--- src/rtl/conv_out_quant.sv ---
// conv_out_quant: bias add, optional ReLU, rounding right shift and 8-bit saturation after the 3x3 adder tree.
// Build option ACT_RELU_EN: defined gives ReLU with unsigned 0..255 output, undefined gives signed -128..127.
module conv_out_quant #(
  parameter int PIX_CNT = 196,
  parameter int CNT_W   = 8
) (
  input  logic               clk,
  input  logic               rst_n,
  input  logic               in_valid,
  output logic               in_ready,
  input  logic signed [35:0] in_sum,
  input  logic signed [15:0] bias,
  input  logic        [4:0]  q_shift,
  output logic               out_valid,
  input  logic               out_ready,
  output logic        [7:0]  out_data,
  output logic               out_last,
  output logic        [15:0] sat_cnt,
  output logic               idle
);
  localparam int DATA_W = 36;
  localparam int COEF_W = 16;
  localparam int ACC_W  = DATA_W + 1;
  localparam int RND_W  = DATA_W + 2;
  localparam logic [CNT_W-1:0] LAST_PIX = CNT_W'(PIX_CNT - 1);

  // Negative values are zeroed before rounding so they never register as clamps.
  function automatic logic signed [RND_W-1:0] round_shift(input logic signed [ACC_W-1:0] a,
                                                          input logic [4:0] sh);
    logic signed [RND_W-1:0] x;
    logic signed [RND_W-1:0] half;
    x = {a[ACC_W-1], a};
`ifdef ACT_RELU_EN
    if (a[ACC_W-1]) x = '0;
`endif
    half = '0;
    if (sh != 5'd0) begin
      half = 38'sd1 <<< (sh - 5'd1);
      x = (x + half) >>> sh;
    end
    return x;
  endfunction

  // Returns {clamp_flag, value}.
  function automatic logic [8:0] sat8(input logic signed [RND_W-1:0] v);
    logic signed [RND_W-1:0] hi;
    logic signed [RND_W-1:0] lo;
`ifdef ACT_RELU_EN
    hi = 38'sd255;
    lo = 38'sd0;
`else
    hi = 38'sd127;
    lo = -38'sd128;
`endif
    if (v > hi) return {1'b1, hi[7:0]};
    if (v < lo) return {1'b1, lo[7:0]};
    return {1'b0, v[7:0]};
  endfunction

  logic                    vld_p0, vld_p1, vld_p2;
  logic signed [ACC_W-1:0] acc_p0;
  logic signed [RND_W-1:0] rnd_p1;
  logic                    sat_p2;
  logic [CNT_W-1:0]        pcnt;
  logic                    en;
  logic                    fire;
  logic [8:0]              sat_res;
  logic signed [ACC_W-1:0] sum_ext;
  logic signed [ACC_W-1:0] bias_ext;

  assign en       = !vld_p2 || out_ready;
  assign fire     = vld_p2 && out_ready;
  assign in_ready = en;
  assign sum_ext  = {in_sum[DATA_W-1], in_sum};
  assign bias_ext = {{(ACC_W-COEF_W){bias[COEF_W-1]}}, bias};
  assign sat_res  = sat8(rnd_p1);

  always_ff @(posedge clk or negedge rst_n) begin
    if (!rst_n) begin
      vld_p0 <= 1'b0;
      vld_p1 <= 1'b0;
      vld_p2 <= 1'b0;
    end else if (en) begin
      vld_p0 <= in_valid;
      vld_p1 <= vld_p0;
      vld_p2 <= vld_p1;
    end
  end

  // stage p0: exact 37-bit bias add
  always_ff @(posedge clk) begin
    if (en && in_valid) acc_p0 <= sum_ext + bias_ext;
  end

  // stage p1: activation and round-half-up shift
  always_ff @(posedge clk) begin
    if (en && vld_p0) rnd_p1 <= round_shift(acc_p0, q_shift);
  end

  // stage p2: saturated output register, cleared by reset so out_data reads 0
  always_ff @(posedge clk or negedge rst_n) begin
    if (!rst_n) begin
      out_data <= '0;
      sat_p2   <= 1'b0;
    end else if (en && vld_p1) begin
      out_data <= sat_res[7:0];
      sat_p2   <= sat_res[8];
    end
  end

  always_ff @(posedge clk or negedge rst_n) begin
    if (!rst_n) begin
      sat_cnt <= '0;
      pcnt    <= '0;
    end else if (fire) begin
      if (sat_p2 && sat_cnt != 16'hFFFF) sat_cnt <= sat_cnt + 16'd1;
      pcnt <= (pcnt == LAST_PIX) ? '0 : pcnt + 1'b1;
    end
  end

  assign out_valid = vld_p2;
  assign out_last  = vld_p2 && (pcnt == LAST_PIX);
  assign idle      = !(vld_p0 || vld_p1 || vld_p2);

endmodule
--- config.mk ---
export PLATFORM = sky130hd
export DESIGN_NAME = conv_out_quant
export DESIGN_NICKNAME = d
export VERILOG_FILES = /design/src/rtl/conv_out_quant.sv
export SDC_FILE = /design/constraint.sdc
export NUM_CORES = 1
export LEC_CHECK = 0
export CAP_MARGIN = 20
export CORE_ASPECT_RATIO = 0.9
export CORE_MARGIN = 8
export CORE_UTILIZATION = 54
export DETAILED_ROUTE_END_ITERATION = 6
export PLACE_DENSITY = 0.75
export SLEW_MARGIN = 15
export SYNTH_ARGS = -nofsm -noshare
export SYNTH_HDL_FRONTEND = slang
export SYNTH_SLANG_ARGS = --single-unit
--- constraint.sdc ---
create_clock -name clk -period 6.4 [get_ports clk]
set_input_delay 1.28 -clock clk [delete_from_list [all_inputs] [get_ports clk]]
set_output_delay 1.28 -clock clk [all_outputs]
set_load 0.01 [all_outputs]
* Word-level counts from Yosys, hierarchy flattened
Index checks and enable logic that the tools add are counted.
** Operators by class
- Shifts and indexed selects :: 2
- Reductions and logical operators :: 13
- Equality and inequality tests :: 2
- Order comparisons :: 2
- Multiplexer cells :: 9
- Add/subtract/negate cells :: 5
** Operators by type and width (count)
- $add A37 B38 Y38 :: 1
- $gt A38 B8 Y1 const B :: 1
- $lt A38 B8 Y1 const B :: 1
- $mux W38 :: 1
- $sshl A2 B5 Y38 const A :: 1
- $sshr A38 B5 Y38 :: 1
- $add A36 B16 Y37 :: 1
- $mux W9 :: 4
- $add A16 B1 Y16 const B :: 1
- $ne A16 B16 Y1 const B :: 1
- $add A8 B1 Y8 const B :: 1
- $eq A8 B8 Y1 const B :: 1
- $mux W8 :: 1
- $logic_and A1 B1 Y1 :: 6
- $reduce_bool A5 Y1 :: 1
- $sub A5 B1 Y5 const B :: 1
- $logic_or A1 B1 Y1 :: 3
- $mux W1 :: 3
- $logic_not A1 Y1 :: 2
- $reduce_and A2 Y1 :: 1
** Storage, ports and cells
- Bits in registers :: 111
- Output and inout port bits :: 28
- Input bits :: 61

* Depth between registers and ports, before layout
Gate-level depths: netlist (run 1).
- Depth in word-level cells :: 5
- Depth in mapped cells :: 18
- Depth with buffers taken out :: 15

* Least setup slack after synthesis (run 1)
No wires, ideal clock.
- Path kind :: input port to flip-flop
- Start point :: in q_shift[0]
- End point :: reg rnd_p1[25], data pin
- Setup time :: 272 ps
- Buffers on the path :: 3
- Slack :: 560 ps
- Data required time :: 6128 ps
- Arrival time :: 5569 ps
- Stages :: 17
- Cells stage by stage :: inv_1 buf_1 buf_1 clkbuf_1 nor4_1 ha_1 fa_1 a211oi_2 o21a_1 a21o_1 a31oi_4 o41a_1 and3_4 mux4_2 mux2_2 a221oi_2 a21oi_1
** Between the ends
- Cells in the longest elaborated chain, start to end :: 5
- Elaborated cells on any way between the ends :: 6
- Classes of those cells :: 2 x add/sub; 2 x shift; 1 x mux; 1 x reduce/logical
** Ends and longest elaborated chain
- start: declaration :: line 13 : input logic [4:0] q_shift,
- $sub A5 B1 Y5 :: line 38 : half = 38'sd1 <<< (sh - 5'd1);
- $sshl A2 B5 Y38 :: line 38
- $add A37 B38 Y38 :: line 39 : x = (x + half) >>> sh;
- $sshr A38 B5 Y38 :: line 39
- $mux W38 (*) :: line 37 : if (sh != 5'd0) begin
- end signal: assignment :: line 97 : if (en && vld_p0) rnd_p1 <= round_shift(acc_p0, q_shift);
- end: declaration :: line 62 : logic signed [RND_W-1:0] rnd_p1;
Mark *: on every way between the ends. The rest lies on a longest branch, timed or not.
A chain may end at the register's enable or synchronous reset.

* Final worst setup path (run 1)
- Start point :: in q_shift[1]
- End point :: reg rnd_p1[6], data pin
The elaborated chain is that of the path after synthesis.

==> flow_summary.toml, run 1 <==
[worst_setup_path]
worstPathRequired_ns = 6.53
cp_slowest_cell = "o311ai_1"
crit_path_max_fanout = 24
cp-start-kind = "primary input"
cp-end-kind = "flip-flop"
worst-r2r-cell-count = 12
crit_chain = "clkdlybuf4s50_1 > buf_12 > nor2_1 > nand2_1 > nor2_1 > ha_1 > o211ai_1 > o21ai_0 > o21ai_0 > a21boi_0 > o311ai_1 > a211oi_1 > a2111oi_0 > a211oi_1 > buf_4 > a221oi_1"
cp.arrival_ns = 6.24
cpPeakStageDelay_ns = 0.66
path_class = "in -> reg"

[detailed_routing]
ant_nets = 0
drc = 4
dr.pass1.iters = 7
routed_wl_um = 42700
viasPerCell = 6.81
num_vias = 12400
drt_iter0_drc = 1735
post_drt_wl_per_cell_um = 23.4

[logic_synthesis]
yosysWarnings = 0
synthArstFlopShare_pct = 32.4
synth_area_um2 = 11800
syn_nets = 1552
syn-instance-count = 1419
synth_area_leaders = "edfxtp_1 (19%), dfrtp_1 (7.7%), ha_1 (7.4%)"
yosys.area.top_type = "edfxtp_1"
synth_top_area_share_pct = 19.1
synth_edf_count = 75
synth_flop_cell = "edfxtp_1"
synth_cell_types = 104
avgSynthCellArea_um2 = 8.29
ys_ff_latch = 111
ys_seq_area_share_pct = 26.8

[die]
io_pins = 89
die_h_um = 156
start_util_pct = 54.7
dieArea_um2 = 26800
placementRows = 51
core-area_um2 = 21500
die_x_um = 172

[flow_run]
drv_cap = 0

[finish]
layout_commonest_cell = "nand2_1"
finalInstanceArea_um2 = 13700
finalNetCount = 1662
diodes = 0
layout-drive-gt1-share_pct = 12.1
most-common-layout-cells = "nand2_1 (148), nor2_1 (144), a21oi_1 (109), buf_4 (87), clkdlybuf4s50_1 (86)"
area_delta_synth_final_pct = 16.1

[grt]
grt_first_pass_wirelength_um = 66300
grt_start_max_net_pins = 47
grt_pass1_vias = 11800
grt_util_all_layers_pct = 31.7
grt_overflow = 0
antenna_found_initial = 0

[timing]
slew_headroom_pct = 29.0
whs_ns = 0.490
tightest_slew_ns = 1.07
finalCriticalPeriod_ns = 6.12
clock.fmax_mhz = 163
finalMaxSlewViolations = 0
fin_skew_ns = 0.0131
rsz0062_at_grt = "no"
setup-violations-final = 0
fin_crit_sh_pct = 95.6
finalHoldViolCount = 0
fin_setup_tns_ns = 0

[placed_design]
dpl-instance-area_um2 = 13300
io_buffers = 88
hpwl_um = 34300
gp_congestion = 1.05

[worst_hold_path]
hold_path_class = "reg -> reg"
whs_path_depth = 1

[pwr]
cellPowerDensity_nw_per_um2 = 217
power_leakage_nw = 5.44
ir_drop_v = 0.000130

[clock_network]
clockRootBuffer = "clkbuf_16"
clk_latency_ns = 0.38
cts_tree = "built"
postCtsSetupBuffers = 0
path_clk_slew_ns = 0.09
cts_sinks = 111
htreeDepth = 3
cts_buffers = 9
cts_max_path_buffers = 2
holdBufCountCts = 0
cts_resized = 0

[run_status]
outcome = "finished with violations"
violations = "DRC"
[registers in the layout, summed over array words and instances, names as in the netlist]
register / flops
sat_p2: 1
sat_cnt: 16
rnd_p1: 38
out_valid: 1
out_data: 8
vld_p0: 1
vld_p1: 1
pcnt: 8
acc_p0: 37
[cells in the mapped netlist (19+ instances only)]
cell,n
clkbuf_1,49
ha_1,70
inv_1,31
a211oi_1,32
dfrtp_1,36
o21ai_0,65
nand2_1,148
xnor2_1,46
xor2_1,19
nor2_1,144
nand4_1,30
a21o_1,41
mux2i_1,21
o211ai_1,26
edfxtp_1,75
nor3_1,42
a21oi_1,109
nand3_1,36
[report_power, final]
part | internal (W) | switching [W] | total, W
Combinational | 0.000534 | 0.000724 | 0.00126
Sequential | 0.000952 | 0.000142 | 0.00109
Clock | 0.000286 | 0.000328 | 0.000614
Total | 0.00177 | 0.00119 | 0.00297
[routing by layer]
layer | up-vias | GRT usage, % | wire [um]
li1 | 5698 | - | -
met1 | 5841 | 44.2 | 18100
met2 | 761 | 46.3 | 18000
met3 | 133 | 7.82 | 5070
met4 | 0 | 12.5 | 1620
met5 | - | 0 | 0
[final cells by class]
cell class | count | area, um2
sequential | 111 | 3150
timing repair buffer | 176 | 1540
inverter | 35 | 131
fill | 1859 | 7840
tap | 291 | 364
clock inverter | 7 | 91.3
clock buffer | 9 | 225
multi-input combinational | 1196 | 8160
[per-stage QoR]
stage | setup slack, ns | total power, W | cells | util, %
2_1_floorplan | 0.560 | 0.00184 | 1419 | -
3_3_place_gp | -0.124 | 0.00230 | 1809 | 62.1
3_5_place_dp | -0.0457 | 0.00233 | 1809 | 62.1
4_1_cts | 0.328 | 0.00293 | 1825 | 63.5
5_1_grt | 0.170 | 0.00311 | 1825 | 63.5
6_report | 0.283 | 0.00297 | 1825 | 63.5
[path summary, 6_finish.rpt]
path                                              from                      end  slack [ns]
worst max-delay path                        q_shift[1]      rnd_p1[6]$_DFFE_PP_        0.28
max in group asynchronous                        rst_n  sat_cnt[11]$_DFFE_PN0P_        4.75
worst min-delay path            sat_cnt[9]$_DFFE_PN0P_   sat_cnt[9]$_DFFE_PN0P_        0.49
worst max register to register     acc_p0[0]$_DFFE_PP_      rnd_p1[6]$_DFFE_PP_        1.90
worst min register to register  sat_cnt[9]$_DFFE_PN0P_   sat_cnt[9]$_DFFE_PN0P_        0.49
min in group asynchronous                        rst_n      pcnt[7]$_DFFE_PN0P_        1.31
[critical path: cells and delay by family]
family | cells | cell delay, ns
AOI/OAI and AO/OA | 9 | 2.88
and+or+nand+nor | 3 | 0.91
buffers and inverters | 3 | 0.83
adders and majority gates | 1 | 0.32
[cell families (layout without fill, tap and decap cells)]
kind of cell | Yosys count | in the layout | synth area share [%]
fa+ha+maj | 72 | 72 | 7.78
simple gates | 517 | 517 | 21.3
buf+inv | 112 | 227 | 3.90
mux | 46 | 46 | 5.16
flops | 111 | 111 | 26.8
compound gates | 496 | 496 | 30.2
xor+xnor | 65 | 65 | 4.84
Power figures use the tool's default switching activity.
==> run 2: changes to the inputs <==
--- a/config.mk
+++ b/config.mk
@@ -10,7 +10,7 @@
 export CORE_MARGIN = 8
 export CORE_UTILIZATION = 54
 export DETAILED_ROUTE_END_ITERATION = 6
-export PLACE_DENSITY = 0.75
+export PLACE_DENSITY = 0.77
 export SLEW_MARGIN = 15
 export SYNTH_ARGS = -nofsm -noshare
 export SYNTH_HDL_FRONTEND = slang
==> constraint.sdc (replaced) <==
create_clock -name clk -period 5 [get_ports clk]
set_input_delay 1 -clock clk [delete_from_list [all_inputs] [get_ports clk]]
set_output_delay 1 -clock clk [all_outputs]
set_load 0.01 [all_outputs]
==> run 2 against run 1 <==
The flow now finishes without violations. Utilization grew 10 points. Routed wire length grew 9.6%. Count of clock-buffer cells in the layout is the same. Register-to-register slack lost 0.94 ns. Final area grew 16%. Final cell count grew 13%. Clock skew grew 0.0051 ns. First-iteration DRC count shrank 1.1%.
==> flow_summary.toml, run 2 (synthesis results as in run 1) <==
[timing]
fin_skew_ns = 0.0182
setup-violations-final = 0
tightest_slew_ns = 0.991
fin_crit_sh_pct = 98.6
setup_ws_ns = 0.0698
rsz0062_at_grt = "yes"
slew_headroom_pct = 33.9
finalCriticalPeriod_ns = 4.93
finalMaxSlewViolations = 0
clock.fmax_mhz = 203
finalHoldViolCount = 0
fin_setup_tns_ns = 0

[flow_run]
drv_cap = 0

[grt]
gr-usage-met2_pct = 53.4
grt_start_max_net_pins = 50
gr-usage-met1_pct = 46.5
grt_first_pass_wirelength_um = 72700
grt_pass1_vias = 13100
antenna_found_initial = 2
use_met3_pct = 8.25
top_usage_layer = "met2"
grt_overflow = 0
grt_util_all_layers_pct = 34.9

[worst_setup_path]
crit_path_max_fanout = 5
cp-end-kind = "flip-flop"
cp-start-kind = "primary input"
path_class = "in -> reg"
crit_path_start = "q_shift[3]"
worstPathRequired_ns = 5.09
endpoint = "rnd_p1[6]$_DFFE_PP_"
regToRegEndpoint = "rnd_p1[25]$_DFFE_PP_"
reg2reg_from = "acc_p0[0]$_DFFE_PP_"
worst-r2r-cell-count = 14
cp.arrival_ns = 5.02
rrSetupSlack_ns = 0.96

[clock_network]
cts_buffers = 9
clockRootBuffer = "clkbuf_16"
cts_tree = "built"
path_clk_slew_ns = 0.08
cts_max_path_buffers = 2
clk_latency_ns = 0.38
htreeDepth = 3
cts_sinks = 111

[detailed_routing]
viasPerCell = 6.60
drc = 0
post_drt_wl_per_cell_um = 22.7
num_vias = 13600
ant_nets = 0
routed_wl_um = 46900
drt_iter0_drc = 1716
dr.pass1.iters = 6

[pwr]
power_leakage_nw = 6.71
total_power_w = 0.00413
ir_drop_v = 0.000162
cellPowerDensity_nw_per_um2 = 260

[die]
dieArea_um2 = 26800
die_h_um = 156
placementRows = 51
die_x_um = 172
start_util_pct = 54.7
core-area_um2 = 21500
io_pins = 89

[finish]
area_delta_synth_final_pct = 35.2
largest_reg_flops = 38
finalInstanceArea_um2 = 15900
most-common-layout-cells = "buf_4 (326), nand2_1 (139), nor2_1 (135), a21oi_1 (104), clkdlybuf4s50_1 (83)"
reg_top3 = "rnd_p1 x38, acc_p0 x37, sat_cnt x16"
layout_commonest_cell = "buf_4"
largest-register = "rnd_p1"
layout-drive-gt1-share_pct = 27.9
n_fill_cell = 1681
finalNetCount = 1904
diodes = 0

[placed_design]
dpl-instance-area_um2 = 15100
io_buffers = 88
gp_congestion = 1.00
dp_slack_ns = -0.878
hpwl_um = 37700

[run_status]
outcome = "complete, no violations"

[worst_hold_path]
hold_path_class = "reg -> reg"
## run 2: timing repair
| action | 4_1_cts | 5_1_grt |
|---|---|---|
| setup endpoints to repair | 35 | 35 |
| setup buffers | 3 | 5 |
| hold buffers | 0 | 0 |
| gates resized for setup | 56 | 52 |
| pin swaps | 15 | 23 |
## run 2: worst min path at each step
stage	slack [ns]	endpoint	cells after the start	startpoint
finish	0.50	sat_cnt[15]$_DFFE_PN0P_	1	sat_cnt[15]$_DFFE_PN0P_
floorplan	0.45	pcnt[3]$_DFFE_PN0P_	1	pcnt[3]$_DFFE_PN0P_
global route	0.53	pcnt[3]$_DFFE_PN0P_	1	pcnt[3]$_DFFE_PN0P_
global placement	0.47	sat_cnt[4]$_DFFE_PN0P_	1	sat_cnt[4]$_DFFE_PN0P_
CTS	0.50	sat_cnt[15]$_DFFE_PN0P_	1	sat_cnt[15]$_DFFE_PN0P_
detailed placement	0.49	sat_cnt[6]$_DFFE_PN0P_	1	sat_cnt[6]$_DFFE_PN0P_
## run 2: final cells by class
class	instances	area [um2]	area share, %
tap	291	364	2.29
multi-input combinational	1196	8570	53.8
clock inverter	7	88.8	0.558
sequential	111	3150	19.8
clock buffer	9	225	1.42
timing repair buffer	418	3380	21.2
inverter	35	134	0.841
## run 2: metrics by stage
step           hold WS, ns  instances  utilization (%)
2_1_floorplan        0.451       1419                -
3_3_place_gp         0.471       2043             70.3
3_5_place_dp         0.486       2043             70.3
4_1_cts              0.502       2062             72.9
5_1_grt              0.531       2067             74.0
6_report             0.498       2067             74.0
## run 2: layer usage
metal / routed length [um] / up-vias
li1: - / 6200
met1: 18900 / 6404
met2: 20400 / 870
met3: 5480 / 158
met4: 2030 / 2
met5: 17 / -
## run 2: critical path, stage by stage
cell	delay (ns)
dlygate4sd2_1	0.30
buf_4	0.18
buf_4	0.13
nand2_2	0.18
nor2_1	0.07
ha_1	0.33
buf_4	0.15
nand4_1	0.16
a211o_1	0.30
a21o_1	0.19
buf_4	0.14
and4_4	0.19
buf_12	0.13
nor4b_4	0.28
or2_4	0.20
xnor2_2	0.10
mux4_2	0.60
a21oi_4	0.24
a221oi_1	0.12
## run 2: report_power, final
part           internal [W]  switching [W]
sequential          0.00122       0.000189
clock              0.000367       0.000438
combinational      0.000898        0.00102
total               0.00248        0.00165
